`config.mk`:
```
export PLATFORM = sky130hd
export DESIGN_NAME = mmu_translate
export DESIGN_NICKNAME = d
export VERILOG_FILES = /design/src/rtl/mmu_pkg.sv /design/src/rtl/mmu_utlb.sv /design/src/rtl/mmu_translate.sv
export SDC_FILE = /design/constraint.sdc
export NUM_CORES = 1
export LEC_CHECK = 0
export ABC_CLOCK_PERIOD_IN_PS = 1650
export CELL_PAD_IN_SITES_DETAIL_PLACEMENT = 0
export CELL_PAD_IN_SITES_GLOBAL_PLACEMENT = 1
export CORE_ASPECT_RATIO = 1.25
export CORE_UTILIZATION = 29
export CTS_CLUSTER_DIAMETER = 200
export CTS_CLUSTER_SIZE = 14
export DETAILED_ROUTE_END_ITERATION = 16
export PLACE_DENSITY_LB_ADDON = 0.1
export SYNTH_ARGS = -nofsm -noshare
export SYNTH_HDL_FRONTEND = slang
export SYNTH_SLANG_ARGS = --single-unit
```
`constraint.sdc`:
```
create_clock -name i_clk -period 1.65 [get_ports i_clk]
set_input_delay 0.495 -clock i_clk [delete_from_list [all_inputs] [get_ports i_clk]]
set_output_delay 0.495 -clock i_clk [all_outputs]
set_load 0.005 [all_outputs]
```
`src/rtl/mmu_pkg.sv`:
```
// Shared types for the address-translation sequencer: exception classes, segment
// constants, FSM states, TLB lookup result and the micro-TLB entry layout.
package mmu_pkg;

   typedef logic [31:0] virt_t;

   // Combinational result returned by the TLB lookup stage.
   typedef struct packed {
      logic        miss;
      logic        valid;
      logic        dirty;
      logic        global_flag;
      logic [2:0]  cache_flag;
      logic [31:0] phy_addr;
   } tlb_result_t;

   typedef enum logic [1:0] {
      EXC_NONE    = 2'd0,
      EXC_REFILL  = 2'd1,
      EXC_INVALID = 2'd2,
      EXC_MOD     = 2'd3
   } mmu_exc_t;

   typedef enum logic [1:0] {
      StIdle   = 2'd0,
      StLookup = 2'd1,
      StResp   = 2'd2
   } mmu_state_t;

   localparam logic [2:0] KSEG0 = 3'b100;
   localparam logic [2:0] KSEG1 = 3'b101;

   typedef struct packed {
      logic        valid;
      logic [19:0] vpn;
      logic [7:0]  asid;
      logic        global_flag;
      logic [19:0] pfn;
      logic        dirty;
      logic        uncached;
   } utlb_entry_t;

   function automatic logic is_unmapped(input virt_t va);
      return (va[31:29] == KSEG0) || (va[31:29] == KSEG1);
   endfunction

endpackage

```
`src/rtl/mmu_utlb.sv`:
```
// Single-entry micro-TLB: holds the last successful translation and reports a hit
// for a matching page. Flush takes priority over a fill in the same cycle.
module mmu_utlb
   import mmu_pkg::*;
(
   input  logic        i_clk,
   input  logic        i_rst,
   input  logic        i_flush,
   input  logic        i_fill,
   input  logic [19:0] i_fill_vpn,
   input  logic [7:0]  i_fill_asid,
   input  logic        i_fill_global,
   input  logic [19:0] i_fill_pfn,
   input  logic        i_fill_dirty,
   input  logic        i_fill_uncached,
   input  logic [19:0] i_vpn,
   input  logic [7:0]  i_asid,
   input  logic        i_is_store,
   output logic        o_hit,
   output logic [19:0] o_pfn,
   output logic        o_uncached
);

   utlb_entry_t r_entry;

   always_ff @(posedge i_clk) begin
      if (i_rst) begin
         r_entry <= '0;
      end else if (i_flush) begin
         r_entry.valid <= 1'b0;
      end else if (i_fill) begin
         r_entry.valid       <= 1'b1;
         r_entry.vpn         <= i_fill_vpn;
         r_entry.asid        <= i_fill_asid;
         r_entry.global_flag <= i_fill_global;
         r_entry.pfn         <= i_fill_pfn;
         r_entry.dirty       <= i_fill_dirty;
         r_entry.uncached    <= i_fill_uncached;
      end
   end

   // A store to a clean page must go to the TLB so the Modified exception is raised.
   assign o_hit = r_entry.valid
               && (r_entry.vpn == i_vpn)
               && ((r_entry.asid == i_asid) || r_entry.global_flag)
               && (!i_is_store || r_entry.dirty);

   assign o_pfn      = r_entry.pfn;
   assign o_uncached = r_entry.uncached;

endmodule

```
`src/rtl/mmu_translate.sv`:
```
// Address-translation sequencer: resolves kseg0/kseg1 directly, walks mapped addresses
// through the TLB lookup port. Optional one-entry micro-TLB under `define MMU_UTLB_EN.
module mmu_translate
   import mmu_pkg::*;
#(
   parameter logic [2:0] KSEG0_UNCACHED_K0 = 3'd2
) (
   input  logic        i_clk,
   input  logic        i_rst,
   input  logic        i_req_valid,
   output logic        o_req_ready,
   input  logic [31:0] i_req_vaddr,
   input  logic        i_req_is_store,
   input  logic [7:0]  i_cp0_asid,
   input  logic [2:0]  i_cp0_k0,
   input  logic        i_tlb_flush,
   output logic [31:0] o_lookup_vaddr,
   output logic [7:0]  o_lookup_asid,
   input  tlb_result_t i_lookup_result,
   output logic        o_resp_valid,
   input  logic        i_resp_ready,
   output logic [31:0] o_resp_paddr,
   output logic        o_resp_uncached,
   output mmu_exc_t    o_resp_exc,
   output logic [31:0] o_resp_badvaddr
);

   mmu_state_t  r_state, w_state_next;
   virt_t       r_s1_vaddr;
   logic        r_s1_is_store;

   logic [31:0] r_resp_paddr, w_resp_paddr;
   logic        r_resp_uncached, w_resp_uncached;
   mmu_exc_t    r_resp_exc, w_resp_exc;
   logic [31:0] r_resp_badvaddr, w_resp_badvaddr;

   logic        w_fire;
   logic        w_req_unmapped;
   mmu_exc_t    w_lookup_exc;
   logic        w_lookup_uncached;
   logic        w_utlb_fill;
   logic        w_utlb_hit;
   logic [19:0] w_utlb_pfn;
   logic        w_utlb_uncached;

   assign w_fire         = i_req_valid && (r_state == StIdle);
   assign w_req_unmapped = is_unmapped(i_req_vaddr);

   assign o_req_ready    = (r_state == StIdle);
   assign o_resp_valid   = (r_state == StResp);
   assign o_lookup_vaddr = r_s1_vaddr;
   assign o_lookup_asid  = i_cp0_asid;

   assign o_resp_paddr    = r_resp_paddr;
   assign o_resp_uncached = r_resp_uncached;
   assign o_resp_exc      = r_resp_exc;
   assign o_resp_badvaddr = r_resp_badvaddr;

   assign w_lookup_uncached = (i_lookup_result.cache_flag == KSEG0_UNCACHED_K0);

   always_comb begin
      w_lookup_exc = EXC_NONE;
      if (i_lookup_result.miss) begin
         w_lookup_exc = EXC_REFILL;
      end else if (!i_lookup_result.valid) begin
         w_lookup_exc = EXC_INVALID;
      end else if (r_s1_is_store && !i_lookup_result.dirty) begin
         w_lookup_exc = EXC_MOD;
      end
   end

   always_comb begin
      w_state_next    = r_state;
      w_resp_paddr    = r_resp_paddr;
      w_resp_uncached = r_resp_uncached;
      w_resp_exc      = r_resp_exc;
      w_resp_badvaddr = r_resp_badvaddr;
      w_utlb_fill     = 1'b0;
      unique case (r_state)
         StIdle: begin
            if (i_req_valid) begin
               if (w_req_unmapped) begin
                  w_resp_paddr    = {3'b000, i_req_vaddr[28:0]};
                  w_resp_uncached = (i_req_vaddr[31:29] == KSEG1)
                                 || (i_cp0_k0 == KSEG0_UNCACHED_K0);
                  w_resp_exc      = EXC_NONE;
                  w_resp_badvaddr = i_req_vaddr;
                  w_state_next    = StResp;
               end else if (w_utlb_hit) begin
                  w_resp_paddr    = {w_utlb_pfn, i_req_vaddr[11:0]};
                  w_resp_uncached = w_utlb_uncached;
                  w_resp_exc      = EXC_NONE;
                  w_resp_badvaddr = i_req_vaddr;
                  w_state_next    = StResp;
               end else begin
                  w_state_next = StLookup;
               end
            end
         end
         StLookup: begin
            w_resp_paddr    = i_lookup_result.phy_addr;
            w_resp_uncached = w_lookup_uncached;
            w_resp_exc      = w_lookup_exc;
            w_resp_badvaddr = r_s1_vaddr;
            w_utlb_fill     = (w_lookup_exc == EXC_NONE);
            w_state_next    = StResp;
         end
         StResp: begin
            if (i_resp_ready) begin
               w_state_next = StIdle;
            end
         end
         default: w_state_next = StIdle;
      endcase
   end

   always_ff @(posedge i_clk) begin
      if (i_rst) begin
         r_state         <= StIdle;
         r_s1_vaddr      <= '0;
         r_s1_is_store   <= 1'b0;
         r_resp_paddr    <= '0;
         r_resp_uncached <= 1'b0;
         r_resp_exc      <= EXC_NONE;
         r_resp_badvaddr <= '0;
      end else begin
         r_state         <= w_state_next;
         r_resp_paddr    <= w_resp_paddr;
         r_resp_uncached <= w_resp_uncached;
         r_resp_exc      <= w_resp_exc;
         r_resp_badvaddr <= w_resp_badvaddr;
         if (w_fire) begin
            r_s1_vaddr    <= i_req_vaddr;
            r_s1_is_store <= i_req_is_store;
         end
      end
   end

`ifdef MMU_UTLB_EN
   mmu_utlb u_utlb (
      .i_clk           (i_clk),
      .i_rst           (i_rst),
      .i_flush         (i_tlb_flush),
      .i_fill          (w_utlb_fill),
      .i_fill_vpn      (r_s1_vaddr[31:12]),
      .i_fill_asid     (i_cp0_asid),
      .i_fill_global   (i_lookup_result.global_flag),
      .i_fill_pfn      (i_lookup_result.phy_addr[31:12]),
      .i_fill_dirty    (i_lookup_result.dirty),
      .i_fill_uncached (w_lookup_uncached),
      .i_vpn           (i_req_vaddr[31:12]),
      .i_asid          (i_cp0_asid),
      .i_is_store      (i_req_is_store),
      .o_hit           (w_utlb_hit),
      .o_pfn           (w_utlb_pfn),
      .o_uncached      (w_utlb_uncached)
   );
`else
   assign w_utlb_hit      = 1'b0;
   assign w_utlb_pfn      = '0;
   assign w_utlb_uncached = 1'b0;

   // Inputs that only feed the micro-TLB.
   logic w_unused_utlb;
   assign w_unused_utlb = ^{i_tlb_flush, w_utlb_fill, i_lookup_result.global_flag};
`endif

endmodule

```
==> run_results.csv <==
group,metric,value,unit
run_status,status,"finished, final reports clean",
route,drtIter0Drc,172,
placed_design,place_area,6200,sq um
route,vias,4172,
global_routing,grt_pass1_vias,3980,
worst_setup_path,crit_required,1.15,ns
clock_tree,numCtsBuffers,9,
worst_setup_path,crit_chain,"nor2b_2 -> dlygate4sd2_1",
sta,rsz0062_at_grt,"no",
route,wl_per_cell,17.51,microns
sta,setup_tns,0,ns
finish,diodes,0,
global_routing,grt_max_degree,77,
yosys,synth_cells,473,
worst_hold_path,hold_class,"primary input to register",
clock_tree,cts_hold_buffers,0,
route,wirelength_met1,6.100,mm
route,met3WireLength,968,microns
route,ant_nets,0,
worst_setup_path,crit_family,"flip-flops",
finish,drive_above_1_share,0.1486,
placed_design,gp_congestion,0.7205,
worst_setup_path,crit_fanout,4,
sta,finalClockSkew,0.007070,ns
finish,area_growth,56.96,%
floorplan,io_pins,197,
sta,hold_viol,0,
yosys,synthFlopType,"dfxtp_1",
finish,regArea,2087,sq um
yosys,yosysTopAreaCell,"dfxtp_1",
clock_tree,clock-sinks,102,
power_and_ir_drop,power,6.289,mW
floorplan,die-area,15060,sq um
worst_setup_path,crit_type,"register to primary output",
worst_setup_path,cp-start-kind,"register",
placed_design,io_buffers,178,
finish,multi_input_area,1882,sq um
route,top_layer_used,"met4",
clock_tree,cts_tree,"built",
yosys,yosysSeqAreaShare,0.4831,
global_routing,grt_usage,0.1777,
sta,max-slew-margin-rel,0.7816,
placed_design,dp_hpwl,8.891,mm
floorplan,std_cell_rows,48,
route,via_per_inst,5.082,
worst_setup_path,critPathLaunch,"r_state[0]",
global_routing,grt_pass1_wl,20.51,mm
finish,fin_util,0.4741,
clock_tree,cts_root_buffer,"clkbuf_16",
worst_setup_path,crit_cells,2,
worst_setup_path,critPathCaptureType,"primary output",
floorplan,core,13990,sq um
yosys,syn_avg_cell_area,8.936,sq um
sta,slew_viol_final,0,
global_routing,antenna_found_initial,0,
route,drc,0,
finish,n_fill_cell,1425,
yosys,synth_seq_cells,102,
clock_tree,insertion_delay,0.34,ns
flow_run,cap_violations,0,
worst_setup_path,r2r_cells,6,
yosys,synthArstFlopShare,0,
power_and_ir_drop,p_leak,2.884,nW
yosys,syn_area,4227,sq um
yosys,ys_warn_count,0,
floorplan,start_util,0.3020,
finish,layout.nets,729,
clock_tree,htreeDepth,3,
yosys,synth_nets,561,
worst_setup_path,arrival,1.09,ns
power_and_ir_drop,p_per_area,948.0,nW/um^2
worst_setup_path,r2r-end,"o_resp_badvaddr[11]",
sta,setup_viol,0,
route,firstDrtPassIters,4,
floorplan,die_h,137.0,microns
route,wl,14.38,mm
sta,period_minus_slack,1.585,ns
yosys,yosysUniqueCellTypes,23,
worst_setup_path,reg2reg_slack,0.11,ns
sta,fin_crit_sh,0.9606,
worst_setup_path,cpMaxStageDelayCell,"dfxtp_1",
finish,fin_cells,821,
clock_tree,clkTransAtPathRegs,0.07,ns
yosys,synth_area_leaders,"dfxtp_1 (48%), a311oi_1 (12%), nand2_1 (8.3%), mux2i_1 (7.8%), nor3_1 (7.3%)",
sta,fmax,630.9,MHz
worst_setup_path,timing.rr.start,"r_state[1]",
yosys,yosysTopAreaCellShare,0.4831,
clock_tree,cts_max_path_buffers,2,
sta,tightest_slew,0.3276,ns
yosys,ys_top_cells_by_count,"dfxtp_1 (102), nand2_1 (93), nor3_1 (62)",
placed_design,dp.cells,792,
global_routing,grt_overflow_total,0,
route,wl_met2,7.103,mm
power_and_ir_drop,vdd_drop_max,0.7028,mV
worst_hold_path,min_from,"i_rst",
floorplan,die_w,110.0,microns
worst_setup_path,path_buf_inv,1,
yosys,synth_edf_count,0,
yosys,yosysMostFrequentCell,"dfxtp_1",
finish,fin_area,6634,sq um
worst_setup_path,max_stage_delay,0.34,ns
worst_setup_path,crit_end,"o_resp_valid",
[kinds of logic (layout without fill, tap and decap cells)]
logic type      Yosys count  in the layout  share of synthesized area
simple gates            212            212                     0.2217
flops                   102            102                     0.4831
compound gates           70             70                     0.1388
buf+inv                  56            229                    0.07815
mux                      33             33                    0.07815
[cell type report]
type,count,share of cell area
Clock buffer,10,0.03602
Clock inverter,6,0.009242
Multi-Input combinational cell,315,0.2837
Sequential cell,102,0.3146
Tap cell,175,0.03301
Timing Repair Buffer,213,0.3235
[routing by layer]
metal  up-vias  GRT usage
met4         0    0.05852
met1      1982     0.2166
met3        16    0.04333
met5         -          0
met2       151     0.3028
li1       2023          -
[timing repair]
item | 4_1_cts | 5_1_grt
gates resized for setup | 138 | 9
gates cloned | 0 | 6
setup endpoints to repair | 101 | 74
pin swaps | 0 | 7
setup buffers | 5 | 2
[cell usage in the layout (no fill, tap or decap), types with 3 or more instances in the layout]
cell type and instances:
clkbuf_16 13, dlymetal6s2s_1 4, buf_4 17, nor3_1 62
buf_12 11, mux2i_1 33, nand2_1 93, nand3_1 7
a311oi_1 59, buf_6 4, clkdlybuf4s50_1 73, nor2_1 36
dlygate4sd2_1 99, clkinv_2 3, dfxtp_1 66, a21oi_1 6
dfxtp_2 36
[metrics by stage]
| stage | worst slack [ns] | hold WS, ns |
|---|---|---|
| 2_1_floorplan | 0.2170 | 0.4598 |
| 5_1_grt | 0.01683 | 0.4152 |
| 4_1_cts | 0.0009538 | 0.3964 |
| 3_3_place_gp | -0.2925 | 0.4542 |
| 6_report | 0.06493 | 0.4109 |
| 3_5_place_dp | -0.3351 | 0.4633 |
[worst min path at each step]
stage	to	slack (ns)	cells after the start
2_1_floorplan	o_resp_exc[1]	0.46	2
3_3_place_gp	o_resp_exc[0]	0.45	2
3_5_place_dp	o_resp_exc[0]	0.46	2
4_1_cts	o_resp_paddr[15]	0.40	2
5_1_grt	o_lookup_vaddr[14]	0.42	2
6_report	o_resp_paddr[15]	0.41	2
[sequential cells by signal (all words and copies together) (netlist names)]
name             flops
o_resp_uncached      1
r_state              2
o_resp_badvaddr     32
o_resp_paddr        32
r_s1_is_store        1
o_resp_exc           2
o_lookup_vaddr      32
[where the power goes]
group          switching, mW  internal [mW]
registers              0.114           2.69
logic                  0.606          0.727
clock network          0.940           1.21
(Power assumes the default switching activity.)
